--- src/rtl/sine_voice_scheduler.sv ---
// Time-multiplexes one quarter-sine ROM across NUM_VOICES phase-accumulator voices and mixes them.
// Optional per-voice attenuation input is enabled with `define VOICE_ATTEN_EN.
module sine_voice_scheduler #(
  parameter int unsigned NUM_VOICES = 4,
  parameter int unsigned ADDR_W     = 8,
  parameter int unsigned DATA_W     = 11,
  parameter int unsigned PHASE_W    = 24
) (
  input  logic                           CLK100MHZ,
  input  logic                           rst,
  input  logic                           sample_tick,
  input  logic [NUM_VOICES-1:0]          voice_en,
  input  logic [NUM_VOICES*PHASE_W-1:0]  phase_inc,
`ifdef VOICE_ATTEN_EN
  input  logic [2*NUM_VOICES-1:0]        voice_atten,
`endif
  output logic [ADDR_W-1:0]              rom_addr,
  input  logic [DATA_W-2:0]              rom_data,
  output logic [NUM_VOICES*DATA_W-1:0]   voice_sample,
  output logic [DATA_W-1:0]              mix_out,
  output logic                           mix_valid,
  output logic                           busy,
  output logic                           overrun
);

  localparam int unsigned VOICE_W = $clog2(NUM_VOICES);
  localparam int unsigned SUM_W   = DATA_W + VOICE_W;
  localparam int unsigned CNT_W   = $clog2(NUM_VOICES + 3);
  localparam int unsigned MID     = 1 << (DATA_W - 1);

  typedef enum logic [1:0] {IDLE, SWEEP, FLUSH, MIX} state_t;

  state_t                         state, state_nxt;
  logic [CNT_W-1:0]               cyc;
  logic [NUM_VOICES-1:0]          en_lat;
  logic [NUM_VOICES*PHASE_W-1:0]  inc_lat;
  logic [NUM_VOICES-1:0]          neg;
  logic [PHASE_W-1:0]             phase  [NUM_VOICES];
  logic signed [DATA_W-1:0]       shadow [NUM_VOICES];
`ifdef VOICE_ATTEN_EN
  logic [2*NUM_VOICES-1:0]        atten_lat;
`endif

  logic                           accept_c;
  logic                           issue_go_c;
  logic [VOICE_W-1:0]             issue_v_c;
  logic                           issue_en_c;
  logic [PHASE_W-1:0]             issue_inc_c;
  logic                           capture_go_c;
  logic [VOICE_W-1:0]             cap_v_c;
  logic                           load_c;
  logic signed [DATA_W-1:0]       off_raw_c;
  logic signed [DATA_W-1:0]       off_c;
  logic signed [SUM_W-1:0]        sum_c;
  logic [DATA_W-1:0]              mix_c;

  function automatic logic [ADDR_W-1:0] fold_addr(input logic [PHASE_W-1:0] p);
    logic [ADDR_W-1:0] idx;
    idx = p[PHASE_W-3 -: ADDR_W];
    return p[PHASE_W-2] ? ~idx : idx;
  endfunction

  always_ff @(posedge CLK100MHZ) begin
    if (rst) state <= IDLE;
    else     state <= state_nxt;
  end

  // Sequencing: voice i issues at edge i, its ROM data is captured at edge i+2, MIX follows the last capture.
  always_comb begin
    state_nxt    = state;
    accept_c     = 1'b0;
    issue_go_c   = 1'b0;
    issue_v_c    = '0;
    issue_en_c   = 1'b0;
    issue_inc_c  = '0;
    capture_go_c = 1'b0;
    cap_v_c      = '0;
    load_c       = 1'b0;
    case (state)
      IDLE: begin
        if (sample_tick) begin
          state_nxt   = SWEEP;
          accept_c    = 1'b1;
          issue_go_c  = 1'b1;
          issue_en_c  = voice_en[0];
          issue_inc_c = phase_inc[PHASE_W-1:0];
        end
      end
      SWEEP: begin
        issue_go_c  = 1'b1;
        issue_v_c   = VOICE_W'(cyc);
        issue_en_c  = en_lat[issue_v_c];
        issue_inc_c = inc_lat[issue_v_c*PHASE_W +: PHASE_W];
        if (cyc == CNT_W'(NUM_VOICES - 1)) state_nxt = FLUSH;
      end
      FLUSH: begin
        if (cyc == CNT_W'(NUM_VOICES + 1)) state_nxt = MIX;
      end
      MIX: begin
        load_c    = 1'b1;
        state_nxt = IDLE;
      end
      default: state_nxt = IDLE;
    endcase
    if ((state == SWEEP || state == FLUSH) && cyc >= CNT_W'(2)) begin
      capture_go_c = 1'b1;
      cap_v_c      = VOICE_W'(cyc - CNT_W'(2));
    end
  end

  // Signed offset of the captured magnitude, optionally attenuated.
  always_comb begin
    off_raw_c = neg[cap_v_c] ? -$signed({1'b0, rom_data}) : $signed({1'b0, rom_data});
`ifdef VOICE_ATTEN_EN
    off_c = off_raw_c >>> atten_lat[2*cap_v_c +: 2];
`else
    off_c = off_raw_c;
`endif
  end

  always_comb begin
    sum_c = '0;
    for (int i = 0; i < int'(NUM_VOICES); i++) sum_c = sum_c + SUM_W'(shadow[i]);
    mix_c = DATA_W'(MID) + DATA_W'($unsigned(sum_c >>> VOICE_W));
  end

  always_ff @(posedge CLK100MHZ) begin
    if (rst) begin
      rom_addr  <= '0;
      mix_out   <= DATA_W'(MID);
      mix_valid <= 1'b0;
      busy      <= 1'b0;
      overrun   <= 1'b0;
      cyc       <= '0;
      en_lat    <= '0;
      inc_lat   <= '0;
      neg       <= '0;
`ifdef VOICE_ATTEN_EN
      atten_lat <= '0;
`endif
      for (int i = 0; i < int'(NUM_VOICES); i++) begin
        phase[i]                         <= '0;
        shadow[i]                        <= '0;
        voice_sample[i*DATA_W +: DATA_W] <= DATA_W'(MID);
      end
    end else begin
      mix_valid <= 1'b0;
      if (sample_tick && state != IDLE) overrun <= 1'b1;

      if (accept_c) begin
        en_lat  <= voice_en;
        inc_lat <= phase_inc;
`ifdef VOICE_ATTEN_EN
        atten_lat <= voice_atten;
`endif
        busy <= 1'b1;
        cyc  <= CNT_W'(1);
      end else if (state == MIX) begin
        cyc <= '0;
      end else if (state != IDLE) begin
        cyc <= cyc + CNT_W'(1);
      end

      // Address uses the pre-increment phase; disabled voices park at phase 0.
      if (issue_go_c) begin
        rom_addr           <= issue_en_c ? fold_addr(phase[issue_v_c]) : '0;
        phase[issue_v_c]   <= issue_en_c ? phase[issue_v_c] + issue_inc_c : '0;
        neg[issue_v_c]     <= phase[issue_v_c][PHASE_W-1];
      end

      if (capture_go_c) shadow[cap_v_c] <= en_lat[cap_v_c] ? off_c : '0;

      if (load_c) begin
        for (int i = 0; i < int'(NUM_VOICES); i++)
          voice_sample[i*DATA_W +: DATA_W] <= DATA_W'(MID) + $unsigned(shadow[i]);
        mix_out   <= mix_c;
        mix_valid <= 1'b1;
        busy      <= 1'b0;
      end
    end
  end

endmodule

--- config.mk ---
export PLATFORM = sky130hd
export DESIGN_NAME = sine_voice_scheduler
export DESIGN_NICKNAME = d
export VERILOG_FILES = /design/src/rtl/sine_voice_scheduler.sv
export SDC_FILE = /design/constraint.sdc
export NUM_CORES = 1
export LEC_CHECK = 0
export CELL_PAD_IN_SITES_DETAIL_PLACEMENT = 0
export CELL_PAD_IN_SITES_GLOBAL_PLACEMENT = 2
export CORE_MARGIN = 1.5
export CORE_UTILIZATION = 32
export DETAILED_ROUTE_END_ITERATION = 8
export PLACE_DENSITY_LB_ADDON = 0.1
export SLEW_MARGIN = 20
export SYNTH_ARGS = -nofsm -noshare
export SYNTH_HDL_FRONTEND = slang
export SYNTH_SLANG_ARGS = --single-unit
export TNS_END_PERCENT = 1
--- constraint.sdc ---
create_clock -name CLK100MHZ -period 3.9 [get_ports CLK100MHZ]
set_clock_uncertainty 0.05 [all_clocks]
set_input_delay 0.39 -clock CLK100MHZ [delete_from_list [all_inputs] [get_ports CLK100MHZ]]
set_output_delay 0.39 -clock CLK100MHZ [all_outputs]
set_load 0.02 [all_outputs]
* Yosys cells after proc, flatten, opt, wreduce, memory -nomap -nowiden
Memory sizes are Yosys's and may differ from the RTL's.
Index checks and enable logic that the tools add are counted.
** Word-level totals
- Word-level logic and storage cells :: 101
- Output and inout port bits :: 66
- Memory bits (read-only) :: 0
- Input bits :: 113
- Memories kept :: 2
- Flip-flop bits (word level) :: 175
- RAM bits :: 140
- Latch bits :: 0
** Memories
- phase :: words 4, width 24, read ports 1, clocked after memory_dff 0, wr ports 4, line 38 : logic [PHASE_W-1:0] phase [NUM_VOICES];
- shadow :: words 4, width 11, read ports 4, clocked after memory_dff 0, wr ports 4, line 39 : logic signed [DATA_W-1:0] shadow [NUM_VOICES];
** Operators by class
- Shifts and indexed selects :: 1
- Magnitude comparators :: 5
- Bitwise operators :: 1
- Add/subtract/negate cells :: 12
- Multipliers :: 1
- Mux-type cells :: 47
- Equality and inequality tests :: 8
- Div/mod/pow operators :: 0
- Reductions and logical operators :: 12
** Operators with widths (number)
- 96-bit by 8-bit variable part select with 24-bit output :: 1
- 24-bit two-way mux :: 3
- 11-bit adder, first input constant :: 5
- 24-bit case mux with 2 select lines :: 1
- 11-bit two-way mux :: 3
- 24-bit adder :: 1
- 24-bit OR reduction :: 1
- 1-bit two-way mux :: 23
- 8-bit two-way mux :: 2
- 2-bit two-way mux :: 7
- 12-bit by 11-bit adder with 13-bit output :: 1
- 13-bit by 11-bit adder with 13-bit output :: 1
- 11-bit by 11-bit adder with 12-bit output :: 1
- 10-bit negation with 11-bit output :: 1
- 11-bit OR reduction :: 1
- 2-bit by 3-bit less-than comparator with 1-bit output, second input constant :: 3
- 8-bit NOT :: 1
- 2-bit case mux with 4 select lines :: 1
- 1-bit binary-select mux with 2-bit select :: 3
- 2-bit != test, second input constant :: 3
- 4-bit bitwise mux :: 1
- 2-bit == test, second input constant :: 2
- 2-bit by 2-bit multiplier with 4-bit output, second input constant :: 1
- 1-bit case mux with 2 select lines :: 2
- other kinds (16) :: 18

* Depth between registers and ports, before layout
Gate-level depths: netlist of the first run.
- Depth after elaboration :: 9
- Gate-level depth with buffers :: 17
- Depth with buffers taken out :: 14

* Least setup slack after synthesis of the first run
Ideal clock, no wire load.
- Kind :: flip-flop to flip-flop
- Start point :: register cyc[0]
- End point :: memory phase[0][14], data pin
- Buffers on the path :: 3
- Slack :: 137 ps
- Library setup time :: 263 ps
- Cell stages (with the launch flop) :: 15
- Clock period less this slack :: 3763 ps
- Data required time :: 3587 ps
- Arrival time :: 3450 ps
- Path through :: dfxtp_1 buf_6 buf_4 buf_2 mux4_2 nand2_1 nand2_1 ha_1 fa_1 a211oi_1 o21ai_0 a31o_2 a31oi_1 xor2_1 nor2_1
** RTL lines
- from (decl) :: line 34 : logic [CNT_W-1:0] cyc;
- from (signal assigned) :: line 161 : cyc <= cyc + CNT_W'(1);
- to (decl) :: line 38

==> results of run 1 <==
stage by stage:
stage	TNS, ns	setup WS [ns]	hold WS, ns
final	0	0.1984	0.1542
after global routing	-0.001387	-0.0007243	0.1529
after CTS	0	0.09504	0.1379
after detailed placement	0	0.03380	0.3972
after global placement	0	0.1012	0.3898
after floorplan	0	0.1368	0.3831
critical path: stages (launching register included):
cell,delay [ns]
sky130_fd_sc_hd__dfxtp_1,0.31
sky130_fd_sc_hd__inv_1,0.09
sky130_fd_sc_hd__ha_2,0.31
sky130_fd_sc_hd__nand2_1,0.10
sky130_fd_sc_hd__or2_2,0.33
sky130_fd_sc_hd__buf_4,0.22
sky130_fd_sc_hd__o22ai_1,0.15
sky130_fd_sc_hd__nor2_1,0.06
sky130_fd_sc_hd__buf_4,0.16
sky130_fd_sc_hd__ha_1,0.39
sky130_fd_sc_hd__nand2_1,0.12
sky130_fd_sc_hd__o21ai_0,0.17
sky130_fd_sc_hd__a221oi_2,0.37
sky130_fd_sc_hd__o21bai_1,0.11
sky130_fd_sc_hd__or3_4,0.42
sky130_fd_sc_hd__a21oi_1,0.16
layout by cell type, fill, tap and decap left out, drive strengths merged, types with 10 or more instances in the layout:
cell	n
nand2	319
nor2	202
clkdlybuf4s50	177
dfxtp	175
a21oi	144
edfxtp	140
buf	84
inv	56
clkbuf	56
mux2i	51
o21ai	49
o22ai	48
ha	42
xnor2	27
mux4	25
fa	24
nand3	21
nor3	21
a211oi	13
xor2	10
where the power goes:
part	leakage [nW]	total, W	switching [W]	internal, W
Combinational	3.80	0.00539	0.00321	0.00218
Sequential	2.89	0.00426	0.000271	0.00399
Clock	0.590	0.00351	0.00139	0.00212
Total	7.28	0.0132	0.00488	0.00828
sequential cells by signal, summed over array words and instances, names as in the netlist:
register,count
state,2
mix_valid,1
inc_lat,96
busy,1
phase,96
rom_addr,8
cyc,3
overrun,1
neg,4
mix_out,11
voice_sample,44
shadow,44
en_lat,4
repair_timing:
item,CTS,global route
pin swaps,1,0
hold endpoints to repair,0,0
setup buffers,1,0
resized for setup,1,8
setup endpoints to repair,6,30
worst max-delay path by stage:
stage	cells past startpoint	endpoint	slack (ns)	from
floorplan	14	phase[0][14]$_SDFFCE_PN0P_	0.14	cyc[0]$_SDFFE_PP0P_
global placement	15	phase[1][16]$_SDFFCE_PN0P_	0.10	state[1]$_SDFFE_PP0P_
detailed placement	15	phase[0][16]$_SDFFCE_PN0P_	0.03	state[1]$_SDFFE_PP0P_
CTS	14	phase[2][14]$_SDFFCE_PN0P_	0.1	state[1]$_SDFFE_PP0P_
global route	15	phase[0][11]$_SDFFCE_PN0P_	-0.0007	state[1]$_SDFFE_PP0P_
finish	15	phase[0][23]$_SDFFCE_PN0P_	0.20	state[1]$_SDFFE_PP0P_
logic make-up (layout without fill, tap and decap cells):
| group | count (synthesis) | after routing |
|---|---|---|
| AO/OA/AOI/OAI | 310 | 310 |
| adder cells (fa/ha/maj) | 66 | 66 |
| buffers and inverters | 148 | 385 |
| flip-flops | 315 | 315 |
| AND/OR/NAND/NOR | 611 | 611 |
| XOR/XNOR | 37 | 37 |
| multiplexers | 79 | 79 |
routing by layer:
metal  track usage [%]  vias to the layer above  wire length (µm)
li1                  -                     5867                 -
met1             29.54                     5744             23900
met2             28.53                      256             20190
met3             3.560                       57              2359
met4             4.150                        2               769
met5                 0                        -                13
cell type report:
class / count / area share (%)
clock buffer: 56 / 5.626
clock inverter: 13 / 0.7293
inverter: 55 / 1.074
multi-input combinational: 1103 / 35.52
sequential: 315 / 40.12
tap: 607 / 3.952
timing repair buffer: 261 / 12.98
==> metrics.txt, run 1 <==
# TYPE chip_impl_metric gauge
chip_impl_metric{name="antenna_violations_before_repair",unit=""} 1
chip_impl_metric{name="syn_area",unit="µm²"} 15090
chip_impl_metric{name="design.core.area",unit="µm²"} 46560
chip_impl_metric{name="top_level_ports",unit=""} 179
chip_impl_metric{name="final-setup-viol-count",unit=""} 0
chip_impl_metric{name="route.vias.total",unit=""} 11930
chip_impl_metric{name="drt-vias-per-instance",unit=""} 4.949
chip_impl_metric{name="multi_input_area",unit="µm²"} 6825
chip_impl_metric{name="critPathRequiredTime",unit="ns"} 4.24
chip_impl_metric{name="critical_path.max_fanout",unit=""} 13
chip_impl_metric{name="fill_cells",unit=""} 4635
chip_impl_metric{name="postSynth.asyncResetShare",unit="%"} 0
chip_impl_metric{name="cts_num_sinks",unit=""} 315
chip_impl_metric{name="floorplan.initialDensity",unit="%"} 32.42
chip_impl_metric{name="detailedRoute.firstPassIterationCount",unit=""} 5
chip_impl_metric{name="grt_start_max_net_pins",unit=""} 101
chip_impl_metric{name="die_width",unit="µm"} 220.2
chip_impl_info{name="post-synth-top-count-cell",value="sky130_fd_sc_hd__nand2_1"} 1
chip_impl_info{name="cts-root-buf",value="sky130_fd_sc_hd__clkbuf_16"} 1
chip_impl_metric{name="drc_errors",unit=""} 0
chip_impl_metric{name="grt-ovfl-total",unit=""} 0
chip_impl_info{name="worstHoldEndpoint",value="voice_sample[34]$_SDFFE_PP0P_"} 1
chip_impl_metric{name="post_synth_inst_count",unit=""} 1566
chip_impl_metric{name="whs_path_depth",unit=""} 2
chip_impl_metric{name="gp_routability_congestion",unit=""} 0.8433
chip_impl_metric{name="totalPowerFinal",unit="W"} 0.01316
chip_impl_info{name="most_used_flip_flop_cell_after_synthesis",value="sky130_fd_sc_hd__dfxtp_1"} 1
chip_impl_metric{name="postRouteAntennaNets",unit=""} 0
chip_impl_info{name="crit-reg2reg-capture",value="phase[0][23]$_SDFFCE_PN0P_"} 1
chip_impl_metric{name="setup.reg_to_reg.worst_slack",unit="ns"} 0.20
chip_impl_metric{name="dpl.cell_count",unit=""} 2340
chip_impl_metric{name="max_cap_viol_count",unit=""} 0
chip_impl_metric{name="final_area",unit="µm²"} 19220
chip_impl_metric{name="final-max-slew-violation-count",unit=""} 0
chip_impl_metric{name="port_buffers",unit=""} 178
chip_impl_info{name="worstSetupPathType",value="register to register"} 1
chip_impl_metric{name="initial_drc_count",unit=""} 826
chip_impl_metric{name="dpl.hpwl",unit="µm"} 34090
chip_impl_metric{name="diode_count",unit=""} 0
chip_impl_info{name="unrepaired_setup_endpoints_after_global_routing",value="true"} 1
chip_impl_metric{name="post_synth_num_cell_types",unit=""} 66
chip_impl_metric{name="synth-edff-count",unit=""} 140
chip_impl_metric{name="clk_transition_reported_paths",unit="ns"} 0.06
chip_impl_info{name="synth.top_cells.by_area",value="sky130_fd_sc_hd__edfxtp_1 (28%), sky130_fd_sc_hd__dfxtp_1 (23%), sky130_fd_sc_hd__nand2_1 (7.9%), sky130_fd_sc_hd__nor2_1 (5.0%), sky130_fd_sc_hd__a21oi_1 (4.8%)"} 1
chip_impl_metric{name="ys_ff_latch",unit=""} 315
chip_impl_metric{name="simple_gate_fraction_of_synth_area",unit="%"} 16.60
chip_impl_metric{name="fin_nets",unit=""} 1953
chip_impl_metric{name="routed_wl",unit="µm"} 47240
chip_impl_metric{name="r2r.worst_path.cells",unit=""} 15
chip_impl_metric{name="final_core_utilization",unit="%"} 41.28
chip_impl_metric{name="power.density_cell_area",unit="nW/µm²"} 684.8
chip_impl_metric{name="syn_area_per_cell",unit="µm²"} 9.637
chip_impl_metric{name="synth.top_cell.area_share",unit="%"} 27.86
chip_impl_metric{name="clock_latency",unit="ns"} 0.55
chip_impl_metric{name="areaGrowthSynthToFinish",unit="%"} 27.33
chip_impl_metric{name="fmax",unit="GHz"} 0.2702
chip_impl_info{name="status",value="complete, no violations"} 1
chip_impl_metric{name="power.ir.vdd_worst",unit="V"} 0.0002829
chip_impl_metric{name="post_syn_nets",unit=""} 1745
chip_impl_metric{name="cts_hold_repair.buffers",unit=""} 0
chip_impl_info{name="hp-class",value="input pin to register"} 1
chip_impl_metric{name="avgRoutedWirePerCell",unit="µm"} 19.60
chip_impl_metric{name="cts.path.max_buffers",unit=""} 3
chip_impl_metric{name="synth_seq_area_share",unit="%"} 51.07
chip_impl_info{name="timing.critical_path.to_type",value="register"} 1
chip_impl_metric{name="synth.mux.area_fraction",unit="%"} 7.387
chip_impl_metric{name="final.min_clock_period",unit="ns"} 3.702
chip_impl_metric{name="final-instance-count-excl-fill",unit=""} 2410
chip_impl_info{name="netlist.top_cell.by_area",value="sky130_fd_sc_hd__edfxtp_1"} 1
chip_impl_info{name="critPathLaunchType",value="register"} 1
chip_impl_metric{name="synth_xor_area_share",unit="%"} 2.147
chip_impl_metric{name="tightest_slew",unit="ns"} 1.100
chip_impl_metric{name="placed_cell_area",unit="µm²"} 17960
chip_impl_info{name="hp-start",value="rst"} 1
chip_impl_info{name="tritoncts_clock_tree",value="yes"} 1
chip_impl_metric{name="synth.yosys.warnings",unit=""} 0
chip_impl_metric{name="critPathArrivalTime",unit="ns"} 4.04
chip_impl_metric{name="chipHeight",unit="µm"} 220.2
chip_impl_metric{name="timing_hold_violations_final",unit=""} 0
chip_impl_info{name="combinational_family_with_the_most_area_after_synthesis",value="simple AND/OR/NAND/NOR gates"} 1
chip_impl_metric{name="synth_adder_area_share",unit="%"} 6.666
chip_impl_metric{name="grt.total_usage",unit="%"} 19.44
chip_impl_metric{name="grt_pass1_vias",unit=""} 11570
chip_impl_metric{name="cts_made_buffers",unit=""} 38
chip_impl_metric{name="portion_of_the_clock_cycle_consumed_by_the_worst_path_in_the_final_layout",unit="%"} 94.91
chip_impl_metric{name="synth-compound-area-share",unit="%"} 12.06
chip_impl_metric{name="regArea",unit="µm²"} 7710
chip_impl_metric{name="placementRows",unit=""} 79
chip_impl_metric{name="fraction_of_layout_cells_with_a_size_suffix_above_1",unit="%"} 10.54
chip_impl_info{name="post_synth_most_frequent_cells",value="sky130_fd_sc_hd__nand2_1 (316), sky130_fd_sc_hd__nor2_1 (201), sky130_fd_sc_hd__dfxtp_1 (175)"} 1
chip_impl_metric{name="die_footprint",unit="µm²"} 48470
chip_impl_info{name="rr_startpoint",value="state[1]$_SDFFE_PP0P_"} 1
chip_impl_metric{name="power.leakage",unit="nW"} 7.280
chip_impl_metric{name="grt_first_pass_wirelength",unit="µm"} 70350
chip_impl_metric{name="cts_max_level",unit=""} 2
chip_impl_metric{name="max-slew-margin-rel",unit="%"} 26.68
Note: power is estimated with default switching activity, not from simulation.
==> run 2, diff against run 1 <==
GPL_ROUTABILITY_DRIVEN = 0   (was not set)
==> results of run 2 <==
No change in the layout: final DEF, timing and power equal those of run 1.
==> run 3, diff against run 2 <==
CORE_MARGIN = 2   (was 1.5)
SLEW_MARGIN = 15   (was 20)
==> metrics.txt, run 3 (synthesis gave the netlist of run 1 again) <==
# TYPE chip_impl_metric gauge
chip_impl_metric{name="fmax",unit="GHz"} 0.2749
chip_impl_info{name="crit-reg2reg-capture",value="phase[0][23]$_SDFFCE_PN0P_"} 1
chip_impl_metric{name="design.core.area",unit="µm²"} 46560
chip_impl_metric{name="max_cap_viol_count",unit=""} 0
chip_impl_metric{name="clock_latency",unit="ns"} 0.55
chip_impl_metric{name="areaGrowthSynthToFinish",unit="%"} 28.58
chip_impl_metric{name="final.min_clock_period",unit="ns"} 3.638
chip_impl_metric{name="final-setup-viol-count",unit=""} 0
chip_impl_metric{name="fill_cells",unit=""} 4587
chip_impl_metric{name="max-slew-margin-rel",unit="%"} 27.06
chip_impl_metric{name="setup.reg_to_reg.worst_slack",unit="ns"} 0.26
chip_impl_metric{name="grt-ovfl-total",unit=""} 0
chip_impl_metric{name="fin_setup_tns",unit="ns"} 0
chip_impl_metric{name="antenna_violations_before_repair",unit=""} 1
chip_impl_metric{name="chipHeight",unit="µm"} 221.2
chip_impl_info{name="delay_heaviest_family_cp",value="simple AND/OR/NAND/NOR gates"} 1
chip_impl_metric{name="die_width",unit="µm"} 221.2
chip_impl_info{name="timing.critical_path.to_type",value="register"} 1
chip_impl_metric{name="r2r.worst_path.cells",unit=""} 16
chip_impl_info{name="worstPathCellList",value="inv_1 -> ha_4 -> nand2_1 -> or2_2 -> buf_4 -> o22ai_1 -> nor2_1 -> buf_4 -> ha_1 -> nand4_1 -> nor3_1 -> buf_4 -> o2111a_1 -> o21ai_0 -> buf_4 -> a21oi_1"} 1
chip_impl_metric{name="dpl.cell_count",unit=""} 2362
chip_impl_info{name="crit_path_frequent_cell",value="sky130_fd_sc_hd__buf_4"} 1
chip_impl_info{name="unrepaired_setup_endpoints_after_global_routing",value="true"} 1
chip_impl_metric{name="cts.path.max_buffers",unit=""} 3
chip_impl_metric{name="power.density_cell_area",unit="nW/µm²"} 690.4
chip_impl_metric{name="placementRows",unit=""} 79
chip_impl_metric{name="floorplan.initialDensity",unit="%"} 32.42
chip_impl_metric{name="detailedRoute.firstPassIterationCount",unit=""} 5
chip_impl_metric{name="top_level_ports",unit=""} 179
chip_impl_info{name="tritoncts_clock_tree",value="yes"} 1
chip_impl_metric{name="clk_transition_reported_paths",unit="ns"} 0.06
chip_impl_info{name="most_frequent_cells_in_the_layout",value="sky130_fd_sc_hd__nand2_1 (315), sky130_fd_sc_hd__nor2_1 (201), sky130_fd_sc_hd__clkdlybuf4s50_1 (177), sky130_fd_sc_hd__dfxtp_1 (173), sky130_fd_sc_hd__a21oi_1 (144)"} 1
chip_impl_metric{name="cp_num_cells",unit=""} 16
chip_impl_metric{name="critical_path.max_fanout",unit=""} 11
chip_impl_info{name="crit_path_start",value="state[1]$_SDFFE_PP0P_"} 1
chip_impl_metric{name="cts_made_buffers",unit=""} 39
chip_impl_metric{name="route.vias.total",unit=""} 12010
chip_impl_metric{name="cts_hold_repair.buffers",unit=""} 0
chip_impl_metric{name="routed_wl",unit="µm"} 47640
chip_impl_metric{name="critPathArrivalTime",unit="ns"} 3.97
chip_impl_info{name="worstSetupPathType",value="register to register"} 1
chip_impl_metric{name="pre_cts_ws",unit="ns"} 0.05513
chip_impl_metric{name="tightest_slew",unit="ns"} 1.094
chip_impl_metric{name="cts_num_sinks",unit=""} 315
chip_impl_info{name="cts-root-buf",value="sky130_fd_sc_hd__clkbuf_16"} 1
chip_impl_info{name="layout_top_registers",value="inc_lat: 96 flops, phase: 96 flops"} 1
chip_impl_metric{name="power.leakage",unit="nW"} 7.375
chip_impl_metric{name="fin_nets",unit=""} 1976
chip_impl_metric{name="avgRoutedWirePerCell",unit="µm"} 19.57
chip_impl_metric{name="final-instance-count-excl-fill",unit=""} 2434
chip_impl_info{name="worst_path_max_delay_cell",value="sky130_fd_sc_hd__ha_1"} 1
chip_impl_info{name="hp-class",value="input pin to register"} 1
chip_impl_info{name="status",value="complete, no violations"} 1
chip_impl_metric{name="drt-vias-per-instance",unit=""} 4.934
chip_impl_metric{name="grt_pass1_vias",unit=""} 11860
chip_impl_metric{name="power.ir.vdd_worst",unit="V"} 0.0003676
chip_impl_metric{name="grt_first_pass_wirelength",unit="µm"} 72720
chip_impl_metric{name="fraction_of_layout_cells_with_a_size_suffix_above_1",unit="%"} 12.21
chip_impl_metric{name="die_footprint",unit="µm²"} 48920
chip_impl_metric{name="timing_hold_violations_final",unit=""} 0
chip_impl_metric{name="initial_drc_count",unit=""} 748
chip_impl_info{name="rr_startpoint",value="state[1]$_SDFFE_PP0P_"} 1
chip_impl_info{name="worstSetupEndpoint",value="phase[0][23]$_SDFFCE_PN0P_"} 1
chip_impl_metric{name="postRouteAntennaNets",unit=""} 0
chip_impl_metric{name="dpl.hpwl",unit="µm"} 34370
chip_impl_metric{name="grt.total_usage",unit="%"} 19.25
chip_impl_metric{name="post-route-worst-setup-slack",unit="ns"} 0.2622
chip_impl_metric{name="grt_start_max_net_pins",unit=""} 101
chip_impl_metric{name="port_buffers",unit=""} 178
chip_impl_metric{name="final-max-slew-violation-count",unit=""} 0
chip_impl_metric{name="worstPathBufferInverterCount",unit=""} 5
chip_impl_info{name="critPathLaunchType",value="register"} 1
chip_impl_metric{name="portion_of_the_clock_cycle_consumed_by_the_worst_path_in_the_final_layout",unit="%"} 93.28
chip_impl_metric{name="critPathRequiredTime",unit="ns"} 4.23
chip_impl_metric{name="cts_max_level",unit=""} 2
chip_impl_metric{name="cp_slowest_stage_delay",unit="ns"} 0.42
chip_impl_metric{name="drc_errors",unit=""} 0
chip_impl_info{name="final_common_cell",value="sky130_fd_sc_hd__nand2_1"} 1
[run 3: how the worst min path moves through the flow]
stage | depth (start not counted) | startpoint | to | slack [ns]
floorplan | 2 | inc_lat[48]$_SDFFE_PP0P_ | inc_lat[48]$_SDFFE_PP0P_ | 0.38
global placement | 2 | inc_lat[36]$_SDFFE_PP0P_ | inc_lat[36]$_SDFFE_PP0P_ | 0.39
detailed placement | 2 | inc_lat[69]$_SDFFE_PP0P_ | inc_lat[69]$_SDFFE_PP0P_ | 0.39
CTS | 2 | rst | mix_out[5]$_SDFFE_PP0P_ | 0.09
global route | 2 | rst | mix_out[7]$_SDFFE_PP0P_ | 0.11
finish | 2 | rst | mix_out[5]$_SDFFE_PP0P_ | 0.12
[run 3: what timing repair did]
| item | in CTS | in global routing |
|---|---|---|
| gates resized for setup | 0 | 17 |
| setup buffers | 0 | 1 |
| endpoints found under the setup margin | 0 | 64 |
[run 3: cell type report]
| cell class | count | area [µm²] | share of cell area [%] |
|---|---|---|---|
| Sequential cell | 315 | 7710 | 39.73 |
| Multi-Input combinational cell | 1103 | 6872 | 35.41 |
| Timing Repair Buffer | 283 | 2638 | 13.59 |
| Clock buffer | 46 | 1012 | 5.216 |
| Tap cell | 607 | 759.5 | 3.914 |
| Inverter | 55 | 206.4 | 1.064 |
| Clock inverter | 24 | 205.2 | 1.057 |
| Antenna cell | 1 | 2.502 | 0.01290 |
[run 3: metal layers]
| layer | track usage [%] | wire (µm) | up-vias |
|---|---|---|---|
| li1 | - | - | 5910 |
| met1 | 29.09 | 23960 | 5796 |
| met2 | 28.61 | 20800 | 257 |
| met3 | 3.253 | 2263 | 47 |
| met4 | 4.308 | 616 | 0 |
| met5 | 0 | 0 | - |
[run 3: power by group]
| part | switching, W | leakage, nW | total [W] | internal (W) |
|---|---|---|---|---|
| clock | 0.00145 | 0.581 | 0.00351 | 0.00206 |
| sequential | 0.000271 | 2.89 | 0.00426 | 0.00399 |
| combinational | 0.00330 | 3.90 | 0.00563 | 0.00233 |
[run 3: stage by stage]
| stage | total power [W] | hold WS (ns) | area, µm² | utilization, % |
|---|---|---|---|---|
| after floorplan | 0.007568 | 0.3831 | 15090 | - |
| after global placement | 0.009858 | 0.3905 | 18100 | 38.88 |
| after detailed placement | 0.009889 | 0.3933 | 18100 | 38.88 |
| after CTS | 0.01345 | 0.09241 | 19320 | 41.49 |
| after global routing | 0.01426 | 0.1077 | 19400 | 41.68 |
| final | 0.01340 | 0.1165 | 19400 | 41.68 |
